[src/rtl/dma_utils_pkg.sv]
// rtl/dma_utils_pkg.sv - shared DMA types, constants and strobe helper
package dma_utils_pkg;

    localparam int DMA_ADDR_WIDTH      = 32;
    localparam int DMA_DATA_WIDTH      = 32;
    localparam int DMA_BYTES_WIDTH     = 32;
    localparam int DMA_STRB_WIDTH      = DMA_DATA_WIDTH / 8;
    localparam int DMA_OFS             = $clog2(DMA_STRB_WIDTH);
    localparam int DMA_4KB             = 4096;
    localparam int DMA_FIXED_MAX_BEATS = 16;

    typedef logic [DMA_STRB_WIDTH-1:0] axi_wr_strb_t;
    typedef logic [DMA_ADDR_WIDTH-1:0] axi_addr_t;
    typedef logic [7:0]                axi_alen_t;
    typedef logic [2:0]                axi_size_t;

    typedef enum logic {
        DMA_MODE_INCR  = 1'b0,
        DMA_MODE_FIXED = 1'b1
    } dma_mode_t;

    typedef enum logic [1:0] {
        ST_IDLE,
        ST_RUN,
        ST_DONE
    } dma_strm_st_t;

    typedef struct packed {
        axi_addr_t                  addr;
        logic [DMA_BYTES_WIDTH-1:0] num_bytes;
        dma_mode_t                  mode;
    } s_dma_desc_t;

    typedef struct packed {
        logic         valid;
        axi_addr_t    addr;
        axi_alen_t    alen;
        axi_size_t    size;
        axi_wr_strb_t strb;
        dma_mode_t    mode;
    } s_dma_axi_req_t;

    typedef struct packed {
        logic ready;
    } s_dma_axi_resp_t;

    // Ones from lane off through off+n-1.
    function automatic axi_wr_strb_t gen_strb(input logic [DMA_OFS-1:0] off,
                                              input logic [DMA_OFS:0]   n);
        axi_wr_strb_t s;
        s = '0;
        for (int i = 0; i < DMA_STRB_WIDTH; i++) begin
            s[i] = (i >= int'(off)) && (i < int'(off) + int'(n));
        end
        return s;
    endfunction

endpackage

[src/rtl/dma_burst_calc.sv]
// rtl/dma_burst_calc.sv - splits the remaining transfer into the next legal burst
module dma_burst_calc
    import dma_utils_pkg::*;
#(
    parameter int BYTES_WIDTH = 32,
    parameter int MAX_BEATS   = 256
) (
    input  logic [11:0]            addr_lo,
    input  logic [BYTES_WIDTH-1:0] num_bytes,
    input  dma_mode_t              mode,
    output axi_alen_t              alen,
    output axi_wr_strb_t           strb,
    output logic [BYTES_WIDTH-1:0] nbytes
);

    localparam int B   = DMA_STRB_WIDTH;
    localparam int OFS = DMA_OFS;

    logic [OFS-1:0]         off;
    logic [12:0]            to_4kb;
    logic [BYTES_WIDTH-1:0] head_room;
    logic [BYTES_WIDTH-1:0] beats_4kb;
    logic [BYTES_WIDTH-1:0] beats;

    // Head / tail / body selection; the 13-bit 4 KB distance makes an aligned page give 4096.
    always_comb begin
        off       = addr_lo[OFS-1:0];
        to_4kb    = 13'(DMA_4KB) - {1'b0, addr_lo};
        head_room = BYTES_WIDTH'(B) - BYTES_WIDTH'(off);
        beats_4kb = BYTES_WIDTH'(to_4kb >> OFS);
        beats     = num_bytes >> OFS;
        alen      = '0;
        strb      = '0;
        nbytes    = '0;
        if (off != '0) begin
            nbytes = (num_bytes < head_room) ? num_bytes : head_room;
            strb   = gen_strb(off, nbytes[OFS:0]);
        end else if (num_bytes < BYTES_WIDTH'(B)) begin
            nbytes = num_bytes;
            strb   = gen_strb('0, nbytes[OFS:0]);
        end else begin
            if (mode == DMA_MODE_FIXED) begin
                if (beats > BYTES_WIDTH'(DMA_FIXED_MAX_BEATS)) beats = BYTES_WIDTH'(DMA_FIXED_MAX_BEATS);
            end else begin
                if (beats > BYTES_WIDTH'(MAX_BEATS)) beats = BYTES_WIDTH'(MAX_BEATS);
                if (beats > beats_4kb)               beats = beats_4kb;
            end
            alen   = 8'(beats - 1'b1);
            strb   = '1;
            nbytes = beats << OFS;
        end
    end

endmodule

[src/rtl/dma_streamer.sv]
// rtl/dma_streamer.sv - turns one DMA descriptor into a stream of AXI burst requests
module dma_streamer
    import dma_utils_pkg::*;
#(
    parameter int ADDR_WIDTH  = 32,
    parameter int DATA_WIDTH  = 32,
    parameter int BYTES_WIDTH = 32,
    parameter int MAX_BEATS   = 256
) (
    input  logic                   clk,
    input  logic                   rst,
    input  logic                   dma_go_i,
    input  logic                   dma_abort_i,
    input  logic [ADDR_WIDTH-1:0]  desc_addr_i,
    input  logic [BYTES_WIDTH-1:0] desc_num_bytes_i,
    input  dma_mode_t              desc_mode_i,
    output s_dma_axi_req_t         dma_req_o,
    input  s_dma_axi_resp_t        dma_resp_i,
    output logic                   busy_o,
    output logic                   stream_done_o
);

    localparam int OFS = $clog2(DATA_WIDTH / 8);

    dma_strm_st_t           state;
    dma_strm_st_t           state_next;
    s_dma_desc_t            cur;
    logic                   load;
    logic                   accept;
    logic [ADDR_WIDTH-1:0]  calc_addr;
    logic [BYTES_WIDTH-1:0] calc_len;
    dma_mode_t              calc_mode;
    axi_alen_t              calc_alen;
    axi_wr_strb_t           calc_strb;
    logic [BYTES_WIDTH-1:0] calc_nbytes;

    assign accept        = dma_req_o.valid && dma_resp_i.ready;
    assign busy_o        = (state != ST_IDLE);
    assign stream_done_o = (state == ST_DONE);

    // In IDLE the first request is sized straight from the descriptor inputs so it is valid at go+1.
    always_comb begin
        calc_addr = cur.addr;
        calc_len  = cur.num_bytes;
        calc_mode = cur.mode;
        if (state == ST_IDLE) begin
            calc_addr = desc_addr_i;
            calc_len  = desc_num_bytes_i;
            calc_mode = desc_mode_i;
        end
    end

    dma_burst_calc #(
        .BYTES_WIDTH (BYTES_WIDTH),
        .MAX_BEATS   (MAX_BEATS)
    ) u_calc (
        .addr_lo   (calc_addr[11:0]),
        .num_bytes (calc_len),
        .mode      (calc_mode),
        .alen      (calc_alen),
        .strb      (calc_strb),
        .nbytes    (calc_nbytes)
    );

    // State register.
    always_ff @(posedge clk) begin
        if (!rst) state <= ST_IDLE;
        else      state <= state_next;
    end

    // Next state; cur holds what remains after the request currently presented.
    always_comb begin
        state_next = state;
        load       = 1'b0;
        case (state)
            ST_IDLE: begin
                if (dma_go_i) begin
                    state_next = ST_RUN;
                    load       = (desc_num_bytes_i != '0);
                end
            end
            ST_RUN: begin
                if (!dma_req_o.valid || accept) begin
                    if (cur.num_bytes == '0 || dma_abort_i) state_next = ST_DONE;
                    else                                    load       = 1'b1;
                end
            end
            ST_DONE: state_next = ST_IDLE;
            default: state_next = ST_IDLE;
        endcase
    end

    // Request register and running address/length; a stalled request is never touched.
    always_ff @(posedge clk) begin
        if (!rst) begin
            dma_req_o <= '0;
            cur       <= '0;
        end else begin
            if (state == ST_IDLE && dma_go_i) begin
                cur <= '{addr: desc_addr_i, num_bytes: desc_num_bytes_i, mode: desc_mode_i};
            end
            if (load) begin
                dma_req_o.valid <= 1'b1;
                dma_req_o.addr  <= calc_addr;
                dma_req_o.alen  <= calc_alen;
                dma_req_o.size  <= 3'(OFS);
                dma_req_o.strb  <= calc_strb;
                dma_req_o.mode  <= calc_mode;
                cur.addr        <= (calc_mode == DMA_MODE_INCR) ? calc_addr + ADDR_WIDTH'(calc_nbytes) : calc_addr;
                cur.num_bytes   <= calc_len - calc_nbytes;
                cur.mode        <= calc_mode;
            end else if (accept) begin
                dma_req_o <= '0;
            end
        end
    end

endmodule

[config.mk]
export PLATFORM = sky130hd
export DESIGN_NAME = dma_streamer
export DESIGN_NICKNAME = d
export VERILOG_FILES = /design/src/rtl/dma_utils_pkg.sv /design/src/rtl/dma_burst_calc.sv /design/src/rtl/dma_streamer.sv
export SDC_FILE = /design/constraint.sdc
export NUM_CORES = 1
export LEC_CHECK = 0
export ABC_AREA = 1
export CORE_UTILIZATION = 25
export CTS_CLUSTER_SIZE = 28
export DETAILED_ROUTE_END_ITERATION = 10
export PLACE_DENSITY = 0.41
export SYNTH_ARGS = -nofsm -noshare
export SYNTH_HDL_FRONTEND = slang
export SYNTH_SLANG_ARGS = --single-unit
[constraint.sdc]
create_clock -name clk -period 15.6 [get_ports clk]
set_clock_uncertainty 0.2 [all_clocks]
set_input_delay 3.12 -clock clk [delete_from_list [all_inputs] [get_ports clk]]
set_output_delay 3.12 -clock clk [all_outputs]
set_load 0.01 [all_outputs]
======== Word level (Yosys, flattened, before mapping) ========
Index checks and enable logic that the tools add are counted.
Widths: inputs -> output; s select.
word-level totals
  bits of input ports ..................... 70
  ROM bits ................................ 0
  logic and storage cells ................. 85
  memory bits (writable) .................. 0
  memories ................................ 0
  output and inout port bits .............. 51
  latch bits .............................. 0
  flip-flop bits (word level) ............. 114
operators by class
  equality and inequality tests ........... 5
  add/subtract/negate cells ............... 6
  div/mod/pow operators ................... 0
  reductions and logical operators ........ 16
  magnitude comparators ................... 16
  shift-type cells ........................ 0
  bitwise operators ....................... 0
  $mul .................................... 0
  muxes and demuxes ....................... 32
operators by type and width
  cell                    count
  $mux 32                 9
  $mux 30                 6
  $mux 65                 2
  $mux 49                 2
  $lt 3x32->1 const A     2
  $add 32x32->32          1
  $gt 32x11->1            1
  $logic_not 32->1        1
  $lt 1x32->1 const A     1
  $lt 2x32->1 const A     1
  $lt 32x3->1 const B     1
  $lt 32x32->1            1
  $reduce_bool 32->1      1
  $sub 32x32->32          1
  $gt 30x5->1 const B     1
  $gt 30x9->1 const B     1
  $mux 8                  2
  $sub 13x12->13 const A  1
  $mux 4                  2
  $reduce_bool 2->1       4
  $sub 8x1->8 const B     1
  $lt 1x3->1 const A      2
  $lt 2x3->1 const A      2
  $mux 2                  3
  other kinds (15)        26

======== Depth between registers and ports, before layout ========
Gate-level depths: netlist of the first run.
  depth in word-level cells ............... 17
  gate-level depth with buffers ........... 46

======== Modules after synthesis ========
From an unflattened synthesis of the first run, not the netlist that was laid out.
unflattened totals
  cell total of the unflattened synthesis .. 2217
  area, all modules ....................... 12220.5 um^2
by module, submodules not included
  module          cells an instance  sequential area each (um^2)  instances  area an instance (um^2)
  dma_streamer    1891               2262.2                       1          10392.5
  dma_burst_calc  326                0.0                          1          1828.0

======== Worst setup path after synthesis of the first run ========
Ideal clock, no wire load.
  path kind ............................... input-to-reg
  start ................................... in desc_addr_i[1]
  end ..................................... reg cur[30] (netlist bit)
  stages .................................. 34
  data required time ...................... 15.268 ns
  buffers on the path ..................... 2
  arrival time ............................ 7.313 ns
  slack ................................... 7.955 ns
  cell sequence ........................... inv_1 -> nand2_1 -> o21ai_4 -> ha_1 -> clkbuf_1 -> nand3_1 -> o21ai_0 -> nand2_1 -> ha_1 -> nand2_1 -> o21a_1 -> nand2_1 -> nand2_1 -> nand2_1 -> nand2_1 -> buf_2 -> o21ai_0 -> o21ai_2 -> inv_1 -> o22ai_2 -> inv_1 -> ha_1 -> a21oi_1 -> nand2_1 -> a21oi_1 -> inv_1 -> nand3_1 -> nand3_1 -> nand2_1 -> o211ai_1 -> a21o_1 -> or2_2 -> nand3_1 -> a21oi_1
between the ends
  word-level cells in the longest chain between the ends .. 11
  elaborated cells between the ends (all ways) .. 15
ends and longest elaborated chain
  element               line                  RTL
  from (decl)           dma_streamer.sv:14    input logic [ADDR_WIDTH-1:0] desc_addr_i,
  $mux 32 *             dma_streamer.sv:46    if (state == ST_IDLE) begin
  $sub 13x12->13        dma_burst_calc.sv:28  to_4kb = 13'(DMA_4KB) - {1'b0, addr_lo};
  $gt 32x11->1          dma_burst_calc.sv:46  if (beats > beats_4kb) beats = beats_4kb;
  $mux 30               dma_burst_calc.sv:46
  $mux 30               dma_burst_calc.sv:42  if (mode == DMA_MODE_FIXED) begin
  $mux 30               dma_burst_calc.sv:38  end else if (num_bytes < BYTES_WIDTH'(B)) begin
  $mux 30               dma_burst_calc.sv:35  if (off != '0) begin
  $mux 32               dma_burst_calc.sv:38
  $mux 32 *             dma_burst_calc.sv:35
  $sub 32x32->32 *      dma_streamer.sv:110   cur.num_bytes <= calc_len - calc_nbytes;
  $mux 65 *             dma_streamer.sv:102   if (load) begin
  to (signal assigned)  dma_streamer.sv:100   cur <= '{addr: desc_addr_i, num_bytes: desc_num_bytes_i, mode: desc_mode_i};
  to (decl)             dma_streamer.sv:27    s_dma_desc_t cur;
Mark *: on every way between the ends. The rest lies on a longest branch, timed or not. The select of a mux whose other input is x is not followed.
A chain may end at the register's enable or synchronous reset.

======== Worst setup path in the final report of the first run ========
  start ................................... in desc_addr_i[1]
  end ..................................... reg cur[28] (netlist bit)
The elaborated chain is that of the path after synthesis.

==> results by group, run 1 <==
Floorplan
  • DIE AREA: 43,100 sq um
  • Core footprint: 41,300 sq um
  • IO Count: 121
  • Row count: 74
  • Die width: 208 um
  • Die Span Y: about 210 um
  • Initial core utilization: 25.6%

Logic synthesis
  • Top FF cell, synth: dfxtp_1
  • Post-synthesis sequential area ratio: 21.4%
  • Synthesized flop and latch total: 113
  • Post-synth EDFFs: 0
  • Async set-or-reset flop fraction in the synthesized netlist: 0%
  • Cells after Synth: 1,759
  • Synth unique cells: 53
  • Post-Syn Area: 10,600 sq um
  • Yosys warnings: 0
  • Avg Cell Area, Syn: 6.01 sq um

Setup path
  • Critical Path AT: 9.26 ns
  • Req. time, crit path: between 15 and 20 ns
  • CP dominant cell by count: nand2_1
  • CP Capture Type: flop
  • Slowest cell on crit path: ha_1
  • CP bufs+invs: 5
  • Delay-heaviest family, CP: simple AND/OR/NAND/NOR gates
  • Worst path max stage delay: roughly 0.49 ns
  • Crit-path max FO: 13
  • CP startpoint kind: input pin
  • Critical path type: input pin to flop

Power and ir drop
  • Logic pwr share: 45.1%
  • PwrDens: 117 nW/um^2
  • Clock power frac: 31.6%
  • Sequential share of power: between 20% and 30%
  • Static Leak: 6.02 nW
  • Power, Total: 1.53 mW
  • Internal power: 882 uW
  • VDD IR max: 87.5 uV
  • Sw Ratio: between 40% and 50%
  • Sw power: 645 uW

Drt
  • Routed WL: 42,200 um
  • DRT Pass-1 Iters: 5
  • WL/cell: about 17 um
  • Via count: around 12k
  • Initial detailed-routing violation count: 779
  • DRC: 0
  • Final ANT Viol Nets: 0
  • Via-to-Cell Ratio: 4.81

Clock tree
  • Cts hold-fix bufs: 0
  • CTS Buffer Depth: 2
  • Clock transition at path regs: 0.06 ns
  • Clk sink count: 113
  • Clock latency on the worst-skew pair: 0.47 ns
  • CTS resizes: 0
  • CTS Buf Count: 17
  • Post-CTS Setup Repair Bufs: 0
  • CTS tree: built
  • CTS H-Tree Depth: 4
  • Clock root cell: clkbuf_16

STA
  • Min Clock Period, post-route: around 9.2 ns
  • Total Neg Setup Slack: 0 ns
  • Max_slew headroom: about a third
  • Worst-Margin Slew: 0.988 ns
  • Peak Freq: 0.109 GHz
  • Final Worst Setup Slack: about 6.4 ns
  • Setup Viol. Count Final: 0
  • Tcrit/Tclk final: 58.8%
  • RSZ-0062 raised after global routing: false
  • Hold Fails Final Rpt: 0
  • Max-slew violation count: 0

GRT
  • Overflow after GRT: 0
  • Antenna violations before repair: 0
  • Vias in the first global route: 11.4k
  • First-pass GRT wire length: 65,800 um
  • GRT Total Usage: around a fifth
  • Largest net degree at the start of global routing: 79

Placement
  • Dpl hpwl: 32,300 um
  • RePlAce Congestion: about 0.9
  • Port bufs: 118
  • Place WS: 5.99 ns

Layout
  • Share of layout cells above drive strength 1: 5.55%
  • # nets final: 2,033
  • Area grow syn2layout: 22.9%
  • Antenna fix cells: 0
  • Total of fill cells in the finished design: 4,702

Run status
  • Outcome: completed

Hold path
  • HP Class: flop to flop

Run
  • Max capacitance violation total: 0
[layout by cell type (no fill, tap or decap), types with 16 or more instances in the layout]
master | synthesis | layout
xor2_1 | 22 | 22
nor3_1 | 17 | 17
dfxtp_1 | 113 | 113
a21oi_1 | 187 | 187
ha_1 | 81 | 81
nand2_1 | 536 | 535
nand3_1 | 76 | 76
or2_2 | 18 | 18
nor4_1 | 16 | 16
clkbuf_16 | 0 | 17
inv_1 | 204 | 203
clkdlybuf4s50_1 | 0 | 118
o21ai_0 | 142 | 142
conb_1 | 2 | 40
nor2_1 | 120 | 120
[per-stage QoR]
step	hold slack (ns)	instances	utilization [%]	area, sq um
floorplan	0.240	1797	-	10700
CTS	0.262	2424	31.5	13000
finish	0.261	2424	31.5	13000
detailed placement	0.254	2392	29.8	12300
global route	0.281	2424	31.5	13000
global placement	0.250	2392	29.8	12300
[power groups by stage]
stage | clock network (mW) | registers (mW) | logic (mW)
4_1_cts | 0.497 | 0.356 | 0.688
2_1_floorplan | 0 | 0.361 | 0.467
3_3_place_gp | 0 | 0.361 | 0.687
6_report | 0.483 | 0.355 | 0.688
3_5_place_dp | 0 | 0.362 | 0.684
5_1_grt | 0.508 | 0.361 | 0.774
[cells in the mapped netlist (all sizes together), types with 3 or more instances]
cell | number | area share [%]
fa | 3 | 0.57
clkbuf | 39 | 1.4
xnor2 | 13 | 1.1
nor4 | 16 | 0.95
or2 | 20 | 1.2
o211ai | 9 | 0.64
a21oi | 187 | 8.8
inv | 213 | 7.6
o21bai | 7 | 0.50
and2 | 4 | 0.24
ha | 81 | 9.6
o22ai | 7 | 0.47
nand3 | 81 | 4.1
o21ai | 159 | 7.9
nand4 | 15 | 0.89
nand2 | 546 | 20
o2111ai | 3 | 0.25
buf | 26 | 1.8
a31oi | 13 | 0.77
a21o | 12 | 0.85
nor2 | 126 | 4.8
dfxtp | 113 | 21
xor2 | 23 | 2.0
nor3 | 18 | 0.90
o21a | 7 | 0.50
a21boi | 3 | 0.21
[state kept, by name (all words and copies together), names as in the netlist]
name       cells
cur           65
dma_req_o     46
state          2
[area by class of cell]
class,instances,area [sq um],share of cell area [%]
flip-flops and latches,113,2260,17.4
well taps,532,666,5.12
repair buffers,128,1260,9.66
clock buffers,20,467,3.59
inverters,215,807,6.21
multi-input cells,1404,7320,56.3
clock inverters,12,228,1.75
[cells by family (layout without fill, tap and decap cells)]
| kind of cell | count (synthesis) | in the layout | synth area share, % |
|---|---|---|---|
| and+or+nand+nor | 829 | 829 | 32.8 |
| AOI/OAI and AO/OA | 415 | 415 | 21.6 |
| buffers and inverters | 280 | 375 | 10.9 |
| DFF | 113 | 113 | 21.4 |
| adders and majority gates | 84 | 84 | 10.1 |
| xor gates and xnor gates | 36 | 36 | 3.12 |
| other | 2 | 40 | 0.0710 |
[worst min-delay path, delay by kind of cell (launching register included)]
kind	cells	cell delay, ns
simple gates	1	0.06
compound gates	1	0.05
flops	1	0.31
[per-layer routing]
layer	part of all wire, %	track usage [%]	vias up
met5	0	0	-
met1	48	25.8	5424
li1	-	-	5968
met4	1.3	4.16	0
met2	48	34.0	230
met3	3.3	2.71	36
[path summary, 6_finish.rpt]
kind              depth (start not counted)  slack (ns)      startpoint       endpoint
setup / recovery                         35        6.43  desc_addr_i[1]        cur[28]
hold / removal                            2        0.26   dma_req_o[37]  dma_req_o[37]
setup reg to reg                         42        8.35        state[1]        cur[28]
hold reg to reg                           2        0.26   dma_req_o[37]  dma_req_o[37]
Power figures use the tool's default switching activity.
==> inputs of run 2 (changes only) <==
- clock period: 15.6 -> 9 ns (I/O delays scaled with it)
==> run 2 against run 1 <==
Against the previous run:
- routed wire length shrank 0.71%
- clock power grew 57%
- sequential share of layout area rose by 0.054 points
- largest power group unchanged
- highest routed layer unchanged
==> results by group, run 2 (synthesized netlist as in run 1, its figures left out) <==
Layout
  • Reg area: around 2300 sq um
  • # nets final: 2,036
  • Area of the multi-input gates: roughly 7300 sq um
  • Commonest non-fill, non-tap cell in the layout: nand2_1
  • Top reg by flops: cur
  • Antenna fix cells: 0
  • Total of fill cells in the finished design: between 4k and 5k
  • Most frequent cells in the layout: nand2_1 (535), inv_1 (203), a21oi_1 (187), o21ai_0 (142), nor2_1 (120)
  • Post-layout util: 31.4%
  • Area grow syn2layout: 22.6%
  • Max reg flops: 65
  • Largest regs: cur: 65 flops, dma_req_o: 46 flops, state: 2 flops
  • Share of layout cells above drive strength 1: about 5.5%

STA
  • Tcrit/Tclk final: 88.8%
  • Max_slew headroom: 30.0%
  • Min Clock Period, post-route: about 8.0 ns
  • Setup Viol. Count Final: 0
  • Peak Freq: 0.125 GHz
  • Hold Fails Final Rpt: 0
  • RSZ-0062 raised after global routing: false
  • Final Worst Setup Slack: 1.01 ns
  • Max-slew violation count: 0
  • Worst-Margin Slew: 1.05 ns
  • Total Neg Setup Slack: 0 ns

Power and ir drop
  • VDD IR max: 137 uV
  • Static Leak: about 6 nW
  • PwrDens: around 200 nW/um^2

Drt
  • Metal-1 WL: 20,500 um
  • Met2 wire length: just under 20,000 um
  • Via-to-Cell Ratio: 4.76
  • Routed WL: 41,900 um
  • DRC: 0
  • WL/cell: roughly 17 um
  • Via count: roughly 12k
  • DRT Pass-1 Iters: 5
  • Max Used Layer: met4
  • Met3 wire len: 1140 um
  • Initial detailed-routing violation count: between 600 and 700
  • Final ANT Viol Nets: 0

Clock tree
  • Clock latency on the worst-skew pair: 0.45 ns
  • Cts hold-fix bufs: 0
  • CTS Buf Count: 17
  • Clk sink count: 113
  • CTS resizes: 0
  • Clock transition at path regs: roughly 0.06 ns
  • CTS Buffer Depth: 2
  • CTS tree: built
  • CTS H-Tree Depth: 4
  • Post-CTS Setup Repair Bufs: 0
  • Clock root cell: clkbuf_16

Floorplan
  • IO Count: 121
  • Initial core utilization: 25.6%
  • Die width: 208 um
  • Core footprint: 41,300 sq um
  • Die Span Y: between 200 and 250 um
  • DIE AREA: 43,100 sq um
  • Row count: 74

Run status
  • Outcome: completed

Setup path
  • Worst path max stage delay: 0.52 ns
  • Slowest cell on crit path: ha_1
  • Req. time, crit path: slightly above 9 ns
  • CP dominant cell by count: nand2_1
  • CP startpoint kind: input pin
  • CP Capture Type: flop
  • Critical Path AT: 8.17 ns
  • Critical path type: input pin to flop
  • Crit-path max FO: 13

Placement
  • RePlAce Congestion: 0.907
  • Place WS: 0.623 ns
  • Port bufs: 118
  • Dpl hpwl: 32,400 um

GRT
  • GRT Total Usage: around a fifth
  • First-pass GRT wire length: 65,700 um
  • Antenna violations before repair: 0
  • Overflow after GRT: 0
  • Largest net degree at the start of global routing: 59
  • Vias in the first global route: 11.4k

Hold path
  • HP Class: flop to flop

Run
  • Max capacitance violation total: 0
[run 2: changes by cell type in the layout (fill, tap and decap cells not counted), moves of 2 or more]
cell / delta
buf_4: +2
bufinv_16: -2
clkbuf_1: +2
clkinv_2: +2
clkinv_4: -2
[run 2: path summary, 6_finish.rpt]
path,slack [ns],to,start,depth (start not counted)
max,1.01,cur[56],desc_addr_i[0],39
min reg2reg,0.26,dma_req_o[27],dma_req_o[27],2
min,0.26,dma_req_o[27],dma_req_o[27],2
max reg2reg,1.68,cur[56],state[0],39
[run 2: power by group]
group	total, mW	internal (mW)	switching, mW	leakage [nW]
Clock	0.756	0.475	0.281	0.299
Sequential	0.617	0.573	0.0439	0.930
Combinational	1.19	0.416	0.776	4.77
Total	2.57	1.46	1.10	6.00
[run 2: layout make-up]
| type | instances | share of cell area [%] |
|---|---|---|
| clock inverter | 10 | 1.23 |
| tap | 532 | 5.13 |
| timing repair buffer | 131 | 9.96 |
| sequential | 113 | 17.4 |
| inverter | 215 | 6.22 |
| clock buffer | 21 | 3.55 |
| multi-input combinational | 1404 | 56.5 |
[run 2: worst max-delay path, delay by kind of cell]
family | cells | cell delay (ns)
xor gates and xnor gates | 1 | 0.37
and+or+nand+nor | 20 | 2.21
adders and majority gates | 3 | 1.21
AOI/OAI and AO/OA | 9 | 1.52
buffers and inverters | 6 | 1.06
[run 2: layer usage]
layer  GRT usage, %  vias up
li1               -     5980
met1           25.7     5350
met2           33.6      189
met3           2.60       34
met4           4.47        0
met5              0        -
[run 2: per-stage QoR]
step	instances	instance area (sq um)	total power, mW	hold slack [ns]
finish	2426	13000	2.57	0.261
global route	2426	13000	2.76	0.281
CTS	2426	13000	2.58	0.265
detailed placement	2395	12300	1.81	0.252
global placement	2395	12300	1.82	0.252
floorplan	1797	10700	1.44	0.240
==> inputs of run 3 (changes only) <==
- GPL_ROUTABILITY_DRIVEN: default -> 0
==> run 3 against run 2 <==
Against the previous run:
- non-clock buffer count unchanged
- utilization about the same
- routed wire length fell by 1.4%
- global-route usage is 0.36 points lower
- final cell count is essentially flat
- critical endpoint is now cur[30]
- largest power group unchanged
- highest routed layer unchanged
==> results by group, run 3 (synthesized netlist as in run 1, its figures left out) <==
Run status
  • Outcome: completed

Setup path
  • Critical Path AT: roughly 8.0 ns
  • Worst path max stage delay: a little over 0.5 ns
  • Critical path type: input pin to flop
  • CP startpoint kind: input pin
  • FF-to-FF path depth: 37
  • CP dominant cell by count: nand2_1
  • Crit. Startpoint: desc_addr_i[1]
  • Crit path to: cur[30]
  • R2r setup slk: 1.81 ns
  • CP Capture Type: flop
  • Req. time, crit path: 9.10 ns
  • R2R Path End: cur[30]
  • Reg-to-Reg Start: state[0]
  • Slowest cell on crit path: ha_1
  • Crit-path max FO: 13

Layout
  • Most frequent cells in the layout: nand2_1 (535), inv_1 (203), a21oi_1 (187), o21ai_0 (142), nor2_1 (120)
  • Max reg flops: 65
  • Finished Layout Cells: 2,425
  • Area grow syn2layout: 22.4%
  • Antenna fix cells: 0
  • Total of fill cells in the finished design: around 4.7k
  • Largest regs: cur: 65 flops, dma_req_o: 46 flops, state: 2 flops
  • Share of layout cells above drive strength 1: 5.60%
  • Post-layout util: roughly a third
  • Commonest non-fill, non-tap cell in the layout: nand2_1
  • # nets final: roughly 2.0k
  • Top reg by flops: cur

Floorplan
  • IO Count: approximately 120
  • Core footprint: 41,300 sq um
  • Die Span Y: just over 200 um
  • Die width: approximately 210 um
  • Row count: 74
  • DIE AREA: roughly 43,000 sq um
  • Initial core utilization: around 26%

Clock tree
  • Clock latency on the worst-skew pair: 0.45 ns
  • Post-CTS Setup Repair Bufs: 0
  • Clk sink count: 113
  • CTS tree: built
  • Clock transition at path regs: about 0.06 ns
  • CTS H-Tree Depth: 4
  • Cts hold-fix bufs: 0
  • CTS Buf Count: 17
  • Clock root cell: clkbuf_16
  • CTS Buffer Depth: 2
  • CTS resizes: 0

GRT
  • GRT Total Usage: 19.2%
  • Overflow after GRT: 0
  • First-pass GRT wire length: ~65,000 um
  • Met1 Resource Use GR: 24.7%
  • GR Layer Usage met3: 2.89%
  • Vias in the first global route: 11.5k
  • Most used routing layer: met2
  • Largest net degree at the start of global routing: 57
  • GR Util met2: roughly a third
  • Antenna violations before repair: 0

Drt
  • Via-to-Cell Ratio: between 4 and 5
  • Via count: 11.5k
  • DRC: 0
  • Final ANT Viol Nets: 0
  • Routed WL: a little over 40,000 um
  • DRT Pass-1 Iters: 5
  • Initial detailed-routing violation count: 650
  • WL/cell: 17.0 um

STA
  • Max_slew headroom: between 30% and 40%
  • Total Neg Setup Slack: 0 ns
  • Max-slew violation count: 0
  • Worst hold slack: 0.261 ns
  • Hold Fails Final Rpt: 0
  • Tcrit/Tclk final: 88.0%
  • Setup Viol. Count Final: 0
  • Min Clock Period, post-route: 7.92 ns
  • Peak Freq: ~0.13 GHz
  • RSZ-0062 raised after global routing: false
  • Worst-Margin Slew: about 1 ns

Power and ir drop
  • Sw Ratio: 42.7%
  • Sequential share of power: about a quarter
  • PwrDens: 197 nW/um^2
  • VDD IR max: 143 uV
  • Internal power: 1.46 mW
  • Static Leak: ~6.0 nW
  • Sw power: 1.09 mW
  • Logic pwr share: 46.6%
  • Clock power frac: between 20% and 30%

Placement
  • Port bufs: approximately 120
  • Dpl hpwl: ~32,000 um
  • Dpl cells: 2,395

Hold path
  • Worst Hold Launch: cur[18]
  • HP Class: flop to flop

Run
  • Max capacitance violation total: 0
## run 3: cell count changes in the layout (fill, tap and decap cells not counted)
| cell | previous run | this run |
|---|---|---|
| clkinv_4 | 1 | 0 |
| buf_12 | 1 | 0 |
| clkbuf_1 | 2 | 0 |
| clkinvlp_4 | 2 | 1 |
| buf_4 | 12 | 13 |
| clkinv_2 | 3 | 5 |
| inv_6 | 0 | 1 |
## run 3: per-layer routing
layer / routed length [um] / up-vias / part of all wire [%]
li1: - / 5978 / -
met1: 19900 / 5285 / 48
met2: 19500 / 226 / 47
met3: 1410 / 26 / 3.4
met4: 483 / 0 / 1.2
met5: 0 / - / 0
## run 3: worst min path at each step
stage | end | slack, ns | cells past startpoint
detailed placement | dma_req_o[0] | 0.26 | 2
floorplan | cur[17] | 0.24 | 2
finish | cur[18] | 0.26 | 2
CTS | cur[18] | 0.26 | 2
global placement | cur[18] | 0.25 | 2
global route | dma_req_o[42] | 0.28 | 2
## run 3: critical path, delay by kind of cell
family / cells / cell delay, ns
adders and majority gates: 3 / 1.17
xor gates and xnor gates: 1 / 0.26
AOI/OAI and AO/OA: 8 / 1.53
buffers and inverters: 6 / 1.18
and+or+nand+nor: 18 / 2.08
## run 3: layout make-up
cell class	count	area (sq um)	share of cell area, %
multi-input cells	1404	7320	56.5
clock buffers	19	453	3.50
flip-flops and latches	113	2260	17.5
well taps	532	666	5.14
inverters	215	807	6.23
repair buffers	131	1280	9.88
clock inverters	11	161	1.25
## run 3: power groups by stage
stage | Combinational (mW) | Sequential [mW] | Clock (mW)
finish | 1.19 | 0.616 | 0.745
global route | 1.34 | 0.624 | 0.780
CTS | 1.18 | 0.616 | 0.765
detailed placement | 1.18 | 0.626 | 0
global placement | 1.18 | 0.626 | 0
floorplan | 0.809 | 0.626 | 0
## run 3: through the flow
step	power [mW]	setup slack, ns	area [sq um]
global route	2.74	0.616	12900
detailed placement	1.80	0.673	12300
floorplan	1.44	2.68	10700
global placement	1.81	0.798	12300
finish	2.55	1.08	12900
CTS	2.56	1.16	12900
